--- src/rtl/vx_pending_instr_tracker_pkg.sv ---
// Shared defaults and helpers for the pending-instruction tracker.
// Commit port numbering is common to the tracker and its users.
package vx_pending_instr_tracker_pkg;

  localparam int DEF_NUM_WARPS   = 8;
  localparam int DEF_NUM_COMMITS = 4;
  localparam int DEF_MAX_PENDING = 63;

  typedef enum logic [1:0] {
    PORT_ALU = 2'd0,
    PORT_LSU = 2'd1,
    PORT_FPU = 2'd2,
    PORT_SFU = 2'd3
  } commit_port_e;

  // A single-warp build still needs a one-bit warp id.
  function automatic int nw_width(input int num_warps);
    return (num_warps > 1) ? $clog2(num_warps) : 1;
  endfunction

endpackage

--- src/rtl/vx_pending_instr_tracker_counter.sv ---
// One warp's in-flight counter: adds the dispatch strobe, subtracts every
// eop commit aimed at this warp, and flags the "exactly one left" state.
module vx_pending_instr_tracker_counter #(
  parameter int CTR_WIDTH   = 6,
  parameter int NUM_COMMITS = 4
) (
  input  logic                   clk,
  input  logic                   i_reset,
  input  logic                   i_incr,
  input  logic [NUM_COMMITS-1:0] i_decr_mask,
  output logic [CTR_WIDTH-1:0]   o_count,
  output logic                   o_alm_empty_r,
  output logic                   o_is_zero
);

  localparam int CW1 = CTR_WIDTH + 1;

  logic [CTR_WIDTH-1:0] r_count;
  logic                 r_alm_empty;
  logic [CW1-1:0]       w_sum;
  logic [CW1-1:0]       w_decr;
  logic [CW1-1:0]       w_count_n;

  always_comb begin
    w_decr = '0;
    for (int p = 0; p < NUM_COMMITS; p++) begin
      w_decr = w_decr + CW1'(i_decr_mask[p]);
    end
  end

  assign w_sum     = {1'b0, r_count} + CW1'(i_incr);
  assign w_count_n = (w_decr > w_sum) ? '0 : (w_sum - w_decr);
  // Next-state zero so the top can register all_empty without extra lag.
  assign o_is_zero = (w_count_n == '0);

  always_ff @(posedge clk) begin
    if (i_reset) begin
      r_count     <= '0;
      r_alm_empty <= 1'b0;
    end else begin
      r_count     <= w_count_n[CTR_WIDTH] ? '1 : w_count_n[CTR_WIDTH-1:0];
      r_alm_empty <= (w_count_n == CW1'(1));
`ifndef SYNTHESIS
      assert (w_decr <= w_sum)
        else $error("pending counter underflow: count=%0d incr=%0b decr=%0d", r_count, i_incr, w_decr);
`endif
    end
  end

  assign o_count       = r_count;
  assign o_alm_empty_r = r_alm_empty;

endmodule

--- src/rtl/vx_pending_instr_tracker.sv ---
// Scheduler-side in-flight tracker: per-warp pending counters, serialising
// lock bits, the CSR "almost empty" answer and a global drain flag.
module vx_pending_instr_tracker
  import vx_pending_instr_tracker_pkg::*;
#(
  parameter int NUM_WARPS   = DEF_NUM_WARPS,
  parameter int NUM_COMMITS = DEF_NUM_COMMITS,
  parameter int MAX_PENDING = DEF_MAX_PENDING,
  localparam int NW_WIDTH   = nw_width(NUM_WARPS),
  localparam int CTR_WIDTH  = $clog2(MAX_PENDING + 1)
) (
  input  logic                            clk,
  input  logic                            i_reset,
  input  logic                            i_issue_valid,
  input  logic [NW_WIDTH-1:0]             i_issue_wid,
  input  logic                            i_issue_lock,
  output logic                            o_issue_ready,
  input  logic [NUM_COMMITS-1:0]          i_commit_fire,
  input  logic [NUM_COMMITS-1:0]          i_commit_eop,
  input  logic [NUM_COMMITS*NW_WIDTH-1:0] i_commit_wid,
  input  logic [NW_WIDTH-1:0]             i_alm_empty_wid,
  output logic                            o_alm_empty,
  input  logic                            i_unlock_warp,
  input  logic [NW_WIDTH-1:0]             i_unlock_wid,
  output logic [NUM_WARPS-1:0]            o_warp_locked,
  output logic                            o_all_empty
);

  logic [NUM_WARPS-1:0]                  w_incr;
  logic [NUM_WARPS-1:0]                  w_decr_any;
  logic [NUM_WARPS-1:0]                  w_alm_empty_r;
  logic [NUM_WARPS-1:0]                  w_is_zero;
  logic [NUM_WARPS-1:0][NUM_COMMITS-1:0] w_decr_mask;
  logic [CTR_WIDTH-1:0]                  w_count [NUM_WARPS];
  logic                                  w_issue_fire;
  logic [NUM_WARPS-1:0]                  r_warp_locked;
  logic                                  r_all_empty;

  // A commit to a full warp frees a slot in the same cycle it is reused.
  assign o_issue_ready = !((w_count[i_issue_wid] == CTR_WIDTH'(MAX_PENDING)) && !w_decr_any[i_issue_wid]);
  assign w_issue_fire  = i_issue_valid && o_issue_ready;

  genvar gi, gp;
  generate
    for (gi = 0; gi < NUM_WARPS; gi++) begin : g_warp
      assign w_incr[gi] = w_issue_fire && (i_issue_wid == NW_WIDTH'(gi));

      for (gp = 0; gp < NUM_COMMITS; gp++) begin : g_port
        assign w_decr_mask[gi][gp] = i_commit_fire[gp] && i_commit_eop[gp] &&
                                     (i_commit_wid[gp*NW_WIDTH +: NW_WIDTH] == NW_WIDTH'(gi));
      end

      assign w_decr_any[gi] = |w_decr_mask[gi];

      vx_pending_instr_tracker_counter #(
        .CTR_WIDTH   (CTR_WIDTH),
        .NUM_COMMITS (NUM_COMMITS)
      ) u_counter (
        .clk           (clk),
        .i_reset       (i_reset),
        .i_incr        (w_incr[gi]),
        .i_decr_mask   (w_decr_mask[gi]),
        .o_count       (w_count[gi]),
        .o_alm_empty_r (w_alm_empty_r[gi]),
        .o_is_zero     (w_is_zero[gi])
      );
    end
  endgenerate

  // Unlock is applied last so it wins over a same-cycle lock.
  always_ff @(posedge clk) begin
    if (i_reset) begin
      r_warp_locked <= '0;
    end else begin
      if (w_issue_fire && i_issue_lock) r_warp_locked[i_issue_wid] <= 1'b1;
      if (i_unlock_warp) r_warp_locked[i_unlock_wid] <= 1'b0;
`ifndef SYNTHESIS
      assert (!(w_issue_fire && i_issue_lock && i_unlock_warp && (i_issue_wid == i_unlock_wid)))
        else $error("warp %0d locked and unlocked in the same cycle", i_issue_wid);
      if (i_unlock_warp && !r_warp_locked[i_unlock_wid])
        $warning("unlock of warp %0d which is not locked", i_unlock_wid);
`endif
    end
  end

  always_ff @(posedge clk) begin
    if (i_reset) r_all_empty <= 1'b1;
    else         r_all_empty <= &w_is_zero;
  end

  assign o_alm_empty   = w_alm_empty_r[i_alm_empty_wid];
  assign o_warp_locked = r_warp_locked;
  assign o_all_empty   = r_all_empty;

endmodule

--- config.mk ---
export PLATFORM = sky130hd
export DESIGN_NAME = vx_pending_instr_tracker
export DESIGN_NICKNAME = d
export VERILOG_FILES = /design/src/rtl/vx_pending_instr_tracker_pkg.sv /design/src/rtl/vx_pending_instr_tracker_counter.sv /design/src/rtl/vx_pending_instr_tracker.sv
export SDC_FILE = /design/constraint.sdc
export NUM_CORES = 1
export LEC_CHECK = 0
export ABC_CLOCK_PERIOD_IN_PS = 6600
export CORE_MARGIN = 5
export CORE_UTILIZATION = 61
export DETAILED_ROUTE_END_ITERATION = 12
export GPL_TIMING_DRIVEN = 0
export PLACE_DENSITY = 0.91
export SLEW_MARGIN = 0
export SYNTH_ARGS = -nofsm -noshare
export SYNTH_HDL_FRONTEND = slang
export SYNTH_SLANG_ARGS = --single-unit
--- constraint.sdc ---
create_clock -name clk -period 6.6 [get_ports clk]
set_clock_uncertainty 0.05 [all_clocks]
set_input_delay 0.99 -clock clk [delete_from_list [all_inputs] [get_ports clk]]
set_output_delay 0.99 -clock clk [all_outputs]
set_load 0.02 [all_outputs]
; ---- After elaboration in Yosys (flattened, before gate mapping)
; Index checks and enable logic that the tools add are counted.
[totals]
regBits = 65
latchBits = 0
ram_bits = 0
romBits = 0
in_bits = 34
memories = 0
[classes]
addsub = 40
multipliers = 0
n_div = 0
magnitude_cmp = 14
eq_ne = 44
shifts = 0
mux = 30
bitwise_logic = 4
n_reduce_logical = 73
[op_table]
columns = cell, count
row1 = adder 7 x 1 -> 7 bit, 16
row2 = == test 3 bit (second input constant), 20
row3 = 2-to-1 mux 6 bit, 10
row4 = adder 6 x 1 -> 7 bit, 8
row5 = == test 7 x 1 -> 1 bit (second input constant), 8
row6 = > comparator 7 bit, 8
row7 = logical NOT 7 bit, 8
row8 = 2-to-1 mux 7 bit, 8
row9 = subtractor 7 bit, 8
row10 = logical AND 1 bit, 49
row11 = OR reduction 4 bit, 8
row12 = == test 3 x 2 -> 1 bit (second input constant), 10
row13 = 2-to-1 mux 8 bit, 3
row14 = binary-select mux 6 bit (select 3 bit), 1
row15 = adder 1 x 1 -> 2 bit, 8
row16 = == test 3 x 1 -> 1 bit (second input constant), 5
row17 = logical NOT 3 bit, 5
row18 = less-than comparator 3 x 4 -> 1 bit (second input constant), 3
row19 = bitwise AND 8 bit, 1
row20 = inverter 8 bit, 1
row21 = bitwise OR 8 bit, 1
row22 = AND reduction 8 bit, 1
row23 = binary-select mux 1 bit (select 3 bit), 2
row24 = demux 1 bit (select 3 bit), 2
row25 = 6 further kinds, 11

; ---- Depth between registers and ports, before layout
[logic_depth]
word_depth = 15
mapped_depth = 21

; ---- By module
; A second synthesis with hierarchy kept.
[unflattened]
hier_cells = 827
hier_area_um2 = 6925.4
[by_module_without_submodules]
columns = module, instances, cells_each, area_each_um2
row1 = vx_pending_instr_tracker_counter, 8, 82, 718.2
row2 = vx_pending_instr_tracker, 1, 171, 1179.9

; ---- Worst setup path before layout
; No wires, ideal clock.
[synth_timing]
path_kind = input port to flip-flop
from = input port i_commit_fire[0]
to = register r_all_empty, in the netlist o_all_empty
setup_ps = 96
t_arrival_ps = 5092
t_required_ps = 6454
setup_slack_ps = 1362
stages = 20
cell_sequence = nand2_1 > nor2_1 > nand2_1 > ha_1 > o311a_1 > a22oi_1 > o221ai_1 > or3b_2 > nor2_1 > ha_1 > ha_1 > xor2_1 > ha_1 > a21o_1 > a31oi_4 > nor4b_2 > a21oi_1 > a2111oi_2 > nand4_1 > o41ai_2
[synth_via]
elab_chain_len = 15
word_cells_on_any_way = 96
classes_between = add/sub: 40 / order compare: 8 / mux: 10 / reduce/logical: 38
[synth_lines]
columns = element, line
row1 = "start, declared", vx_pending_instr_tracker.sv:18  ; input logic [NUM_COMMITS-1:0] i_commit_fire,
row2 = logical AND 1 bit *, vx_pending_instr_tracker.sv:49  ; assign w_decr_mask[gi][gp] = i_commit_fire[gp] && i_commit_eop[gp] &&
row3 = logical AND 1 bit, vx_pending_instr_tracker.sv:49
row4 = OR reduction 4 bit, vx_pending_instr_tracker.sv:53  ; assign w_decr_any[gi] = |w_decr_mask[gi];
row5 = binary-select mux 1 bit (select 3 bit), vx_pending_instr_tracker.sv:40  ; assign o_issue_ready = !((w_count[i_issue_wid] == CTR_WIDTH'(MAX_PENDING)) && !w_decr_any[i_issue_wid]);
row6 = 2-to-1 mux 1 bit (implied by the code), vx_pending_instr_tracker.sv:40
row7 = logical NOT 1 bit, vx_pending_instr_tracker.sv:40
row8 = logical AND 1 bit, vx_pending_instr_tracker.sv:40
row9 = logical NOT 1 bit, vx_pending_instr_tracker.sv:40
row10 = logical AND 1 bit, vx_pending_instr_tracker.sv:41  ; assign w_issue_fire = i_issue_valid && o_issue_ready;
row11 = logical AND 1 bit, vx_pending_instr_tracker.sv:46  ; assign w_incr[gi] = w_issue_fire && (i_issue_wid == NW_WIDTH'(gi));
row12 = adder 6 x 1 -> 7 bit, vx_pending_instr_tracker_counter.sv:31  ; assign w_sum = {1'b0, r_count} + CW1'(i_incr);
row13 = subtractor 7 bit or > comparator 7 bit (tied branches), vx_pending_instr_tracker_counter.sv:32  ; assign w_count_n = (w_decr > w_sum) ? '0 : (w_sum - w_decr);
row14 = 2-to-1 mux 7 bit, vx_pending_instr_tracker_counter.sv:32
row15 = logical NOT 7 bit, vx_pending_instr_tracker_counter.sv:34  ; assign o_is_zero = (w_count_n == '0);
row16 = AND reduction 8 bit *, vx_pending_instr_tracker.sv:88  ; else r_all_empty <= &w_is_zero;
row17 = "end signal, assigned", vx_pending_instr_tracker.sv:88
row18 = "end, declared", vx_pending_instr_tracker.sv:37  ; logic r_all_empty;
; Every way passes the cells marked *; elsewhere a longest branch is shown, timed or not. The select of a mux whose other input is x is not followed.
; A chain may end at the register's enable or synchronous reset.

; ---- Final worst setup path
; Ends and elaborated chain as after synthesis.

==> results.txt <==
Site row count = 37
Netlist cell types = 90
TritonCTS buffer count = 9
Kind of end point of the critical path = register
Worst hold margin = 0.499 ns
Die area = 12500 sq um
Ratio of cells with drive above 1 in the final layout = 7.38%
Starting DRT DRC Count = 529
Fmax = 161 MHz
Peak VDD IR = 0.000177 V
Global route overflow = 0
Critical path class = input pin to register
Clock sinks = 65
Chip Width = 112 microns
CTS H-Tree Depth = 3
Startpoint Class = input pin
Pleak = 3.03 nW
Root Buffer = clkbuf_8
GRT Total Usage = 26.0%
Worst-Skew Late Latency = 0.38 ns
Psw = 1.20 mW
CTS max path bufs = 2
Sequential power share = 25.3%
Final slew viol count = 0
Worst Reg-to-Reg Cells = 18
Layout area overhead = 11.9%
Flops & latches, synth = 65
Starting density of the core = 61.9%
Synth Cell Area = 6330 sq um
Routability Congestion = 0.940
Port Buffers = 40
Final setup vio count = 0
# hold bufs at CTS = 0
Slew HR = 58.7%
Filler instances = 810
Power per cell area = 357 nW/um^2
Core area = 10200 sq um
EDFF count, synth = 0
Max-cap violations = 0
Initial antenna violation count = 0
WL/cell = 16.6 microns
Ys flop type = dfxtp_1
Final instance area = 7090 sq um
Dpl cell area = 6910 sq um
Hold Path Depth = 2
DRC violations left = 0
Top Ports = 45
Final min period = 6.22 ns
Async SR Flop Fraction = 0%
First-pass GRT wire length = 27000 microns
Die Ht = 112 microns
Seq/Total Area, Yosys = 20.5%
Final critical-path share of the clock period = 94.2%
Drt via density = 6.15
Vias in the first global route = 5740
Critical path fanouts, max = 6
Internal power = 1.33 mW
Clk slew on worst S/H paths = 0.08 ns
Net Count, Synth = 912
Most frequent cells in the layout = inv_1, nand2_1, a21oi_1, dfxtp_1, ha_1
Post-DRT Antenna Nets = 0
Final Hold Vio Count = 0
Final TNS setup = 0 ns
Final total power = 2.53 mW
Final wirelength = 16400 microns
Drt pass-1 iters = 6
Logic gate share of total power = 62.0%
Switching Share = 47.3%
Via count = 6093
Final HPWL DP = 12800 microns
Required time of the critical path = 6.81 ns
Outcome = finished clean
RSZ-0062 raised after global routing = false
Clock Power Share = 12.7%
CTS tree = yes
Nets@finish = 963
Worst EP arrival = 6.42 ns
Hold Crit Class = register to register
Largest net degree at the start of global routing = 13
Antenna Cells = 0
Synth Warn # = 0
Slew @ Worst Pin = 0.619 ns
Syn avg cell area = 7.94 sq um
Syn Inst Count = 798
[sequential cells by signal, indices dropped and copies added (netlist names)]
register and flops:
g_warp.u_counter.o_alm_empty_r 8, o_all_empty 1, g_warp.u_counter.o_count 48, o_warp_locked 8
[what timing repair did]
| action | 4_1_cts | 5_1_grt |
|---|---|---|
| gates resized for setup | 0 | 1 |
| setup endpoints to repair | 0 | 1 |
| setup buffers | 0 | 0 |
[Yosys cell counts, types with 4 or more instances]
master    count  area [sq um]
nand3_1      35           175
mux2_2        4          45.0
o31ai_1       4          30.0
a21boi_0      4          30.0
a211oi_1      7          52.6
o21ai_0      13          65.1
ha_1         64           801
or3_1         4          25.0
nor2_1       40           150
nor4_1        9          56.3
a31oi_1      23           144
o22ai_1       4          25.0
nor4b_1       4          35.0
xor2_1       18           158
mux2i_1       5          50.1
and2_1        6          37.5
a311oi_1      8          70.1
inv_1        90           338
nand4_1      11          68.8
fa_1         16           320
xnor2_2       4          65.1
dfxtp_1      65          1300
and3_1       16           100
a21o_1        6          45.0
xnor2_1      23           201
nand2b_1     13          81.3
nand3b_1      9          67.6
a21oi_1      71           355
clkbuf_1     19          71.3
nand2_1      90           338
nor2b_1      17           106
nor3_1       11          55.1
[layer usage]
metal | share of wire, % | GRT usage, %
met5 | 0 | 0
met3 | 6.9 | 4.78
met2 | 46 | 42.8
met1 | 44 | 33.4
met4 | 3.4 | 10.9
[critical path, stage by stage]
cell and delay [ns]:
clkdlybuf4s50_1 0.47, nand2_1 0.06, nor2_1 0.26, nand2_1 0.18
ha_1 0.26, and4b_1 0.18, nand4_1 0.14, o221ai_1 0.20
or3b_2 0.59, nor2_1 0.13, ha_1 0.30, ha_1 0.34
xor2_1 0.21, ha_1 0.32, a21o_1 0.23, a31oi_4 0.21
mux2_2 0.36, a21oi_1 0.18, nand2_1 0.09, a311o_2 0.38
o41ai_2 0.34
[path summary, 6_finish.rpt]
kind / endpoint / slack, ns / from
worst min register to register: o_warp_locked[7] / 0.50 / o_warp_locked[7]
worst max register to register: o_all_empty / 1.56 / g_warp[6].u_counter.o_count[3]
worst max-delay path: o_all_empty / 0.38 / i_commit_fire[0]
worst min-delay path: o_warp_locked[7] / 0.50 / o_warp_locked[7]
[layout make-up]
type / count / area [sq um] / share of cell area (%)
Sequential cell: 65 / 1300 / 18.4
Multi-Input combinational cell: 617 / 4570 / 64.4
Tap cell: 136 / 170 / 2.40
Clock buffer: 10 / 128 / 1.80
Buffer: 26 / 139 / 1.96
Clock inverter: 6 / 43.8 / 0.618
Timing Repair Buffer: 40 / 400 / 5.65
Inverter: 90 / 338 / 4.77
[power by group through the flow]
stage	Sequential, mW	Combinational, mW	Clock [mW]
2_1_floorplan	0.612	1.20	0
3_3_place_gp	0.636	1.47	0
3_5_place_dp	0.644	1.52	0
4_1_cts	0.636	1.53	0.315
5_1_grt	0.654	1.73	0.329
6_report	0.641	1.57	0.320
[stage by stage]
step	worst slack (ns)	util (%)	cells
6_report	0.383	69.3	990
5_1_grt	0.0556	69.3	990
4_1_cts	0.342	69.2	990
3_5_place_dp	-0.0319	67.5	974
3_3_place_gp	0.0925	67.5	974
2_1_floorplan	1.36	-	798
[kinds of logic (layout without fill, tap and decap cells)]
family | Yosys count | after routing | synth area share [%]
AOI/OAI and AO/OA | 189 | 189 | 20.6
xor gates and xnor gates | 46 | 46 | 6.95
adders and majority gates | 80 | 80 | 17.7
buffers and inverters | 116 | 172 | 7.53
DFF | 65 | 65 | 20.5
muxes | 11 | 11 | 2.21
and+or+nand+nor | 291 | 291 | 24.5
Note: power is estimated with default switching activity, not from simulation.
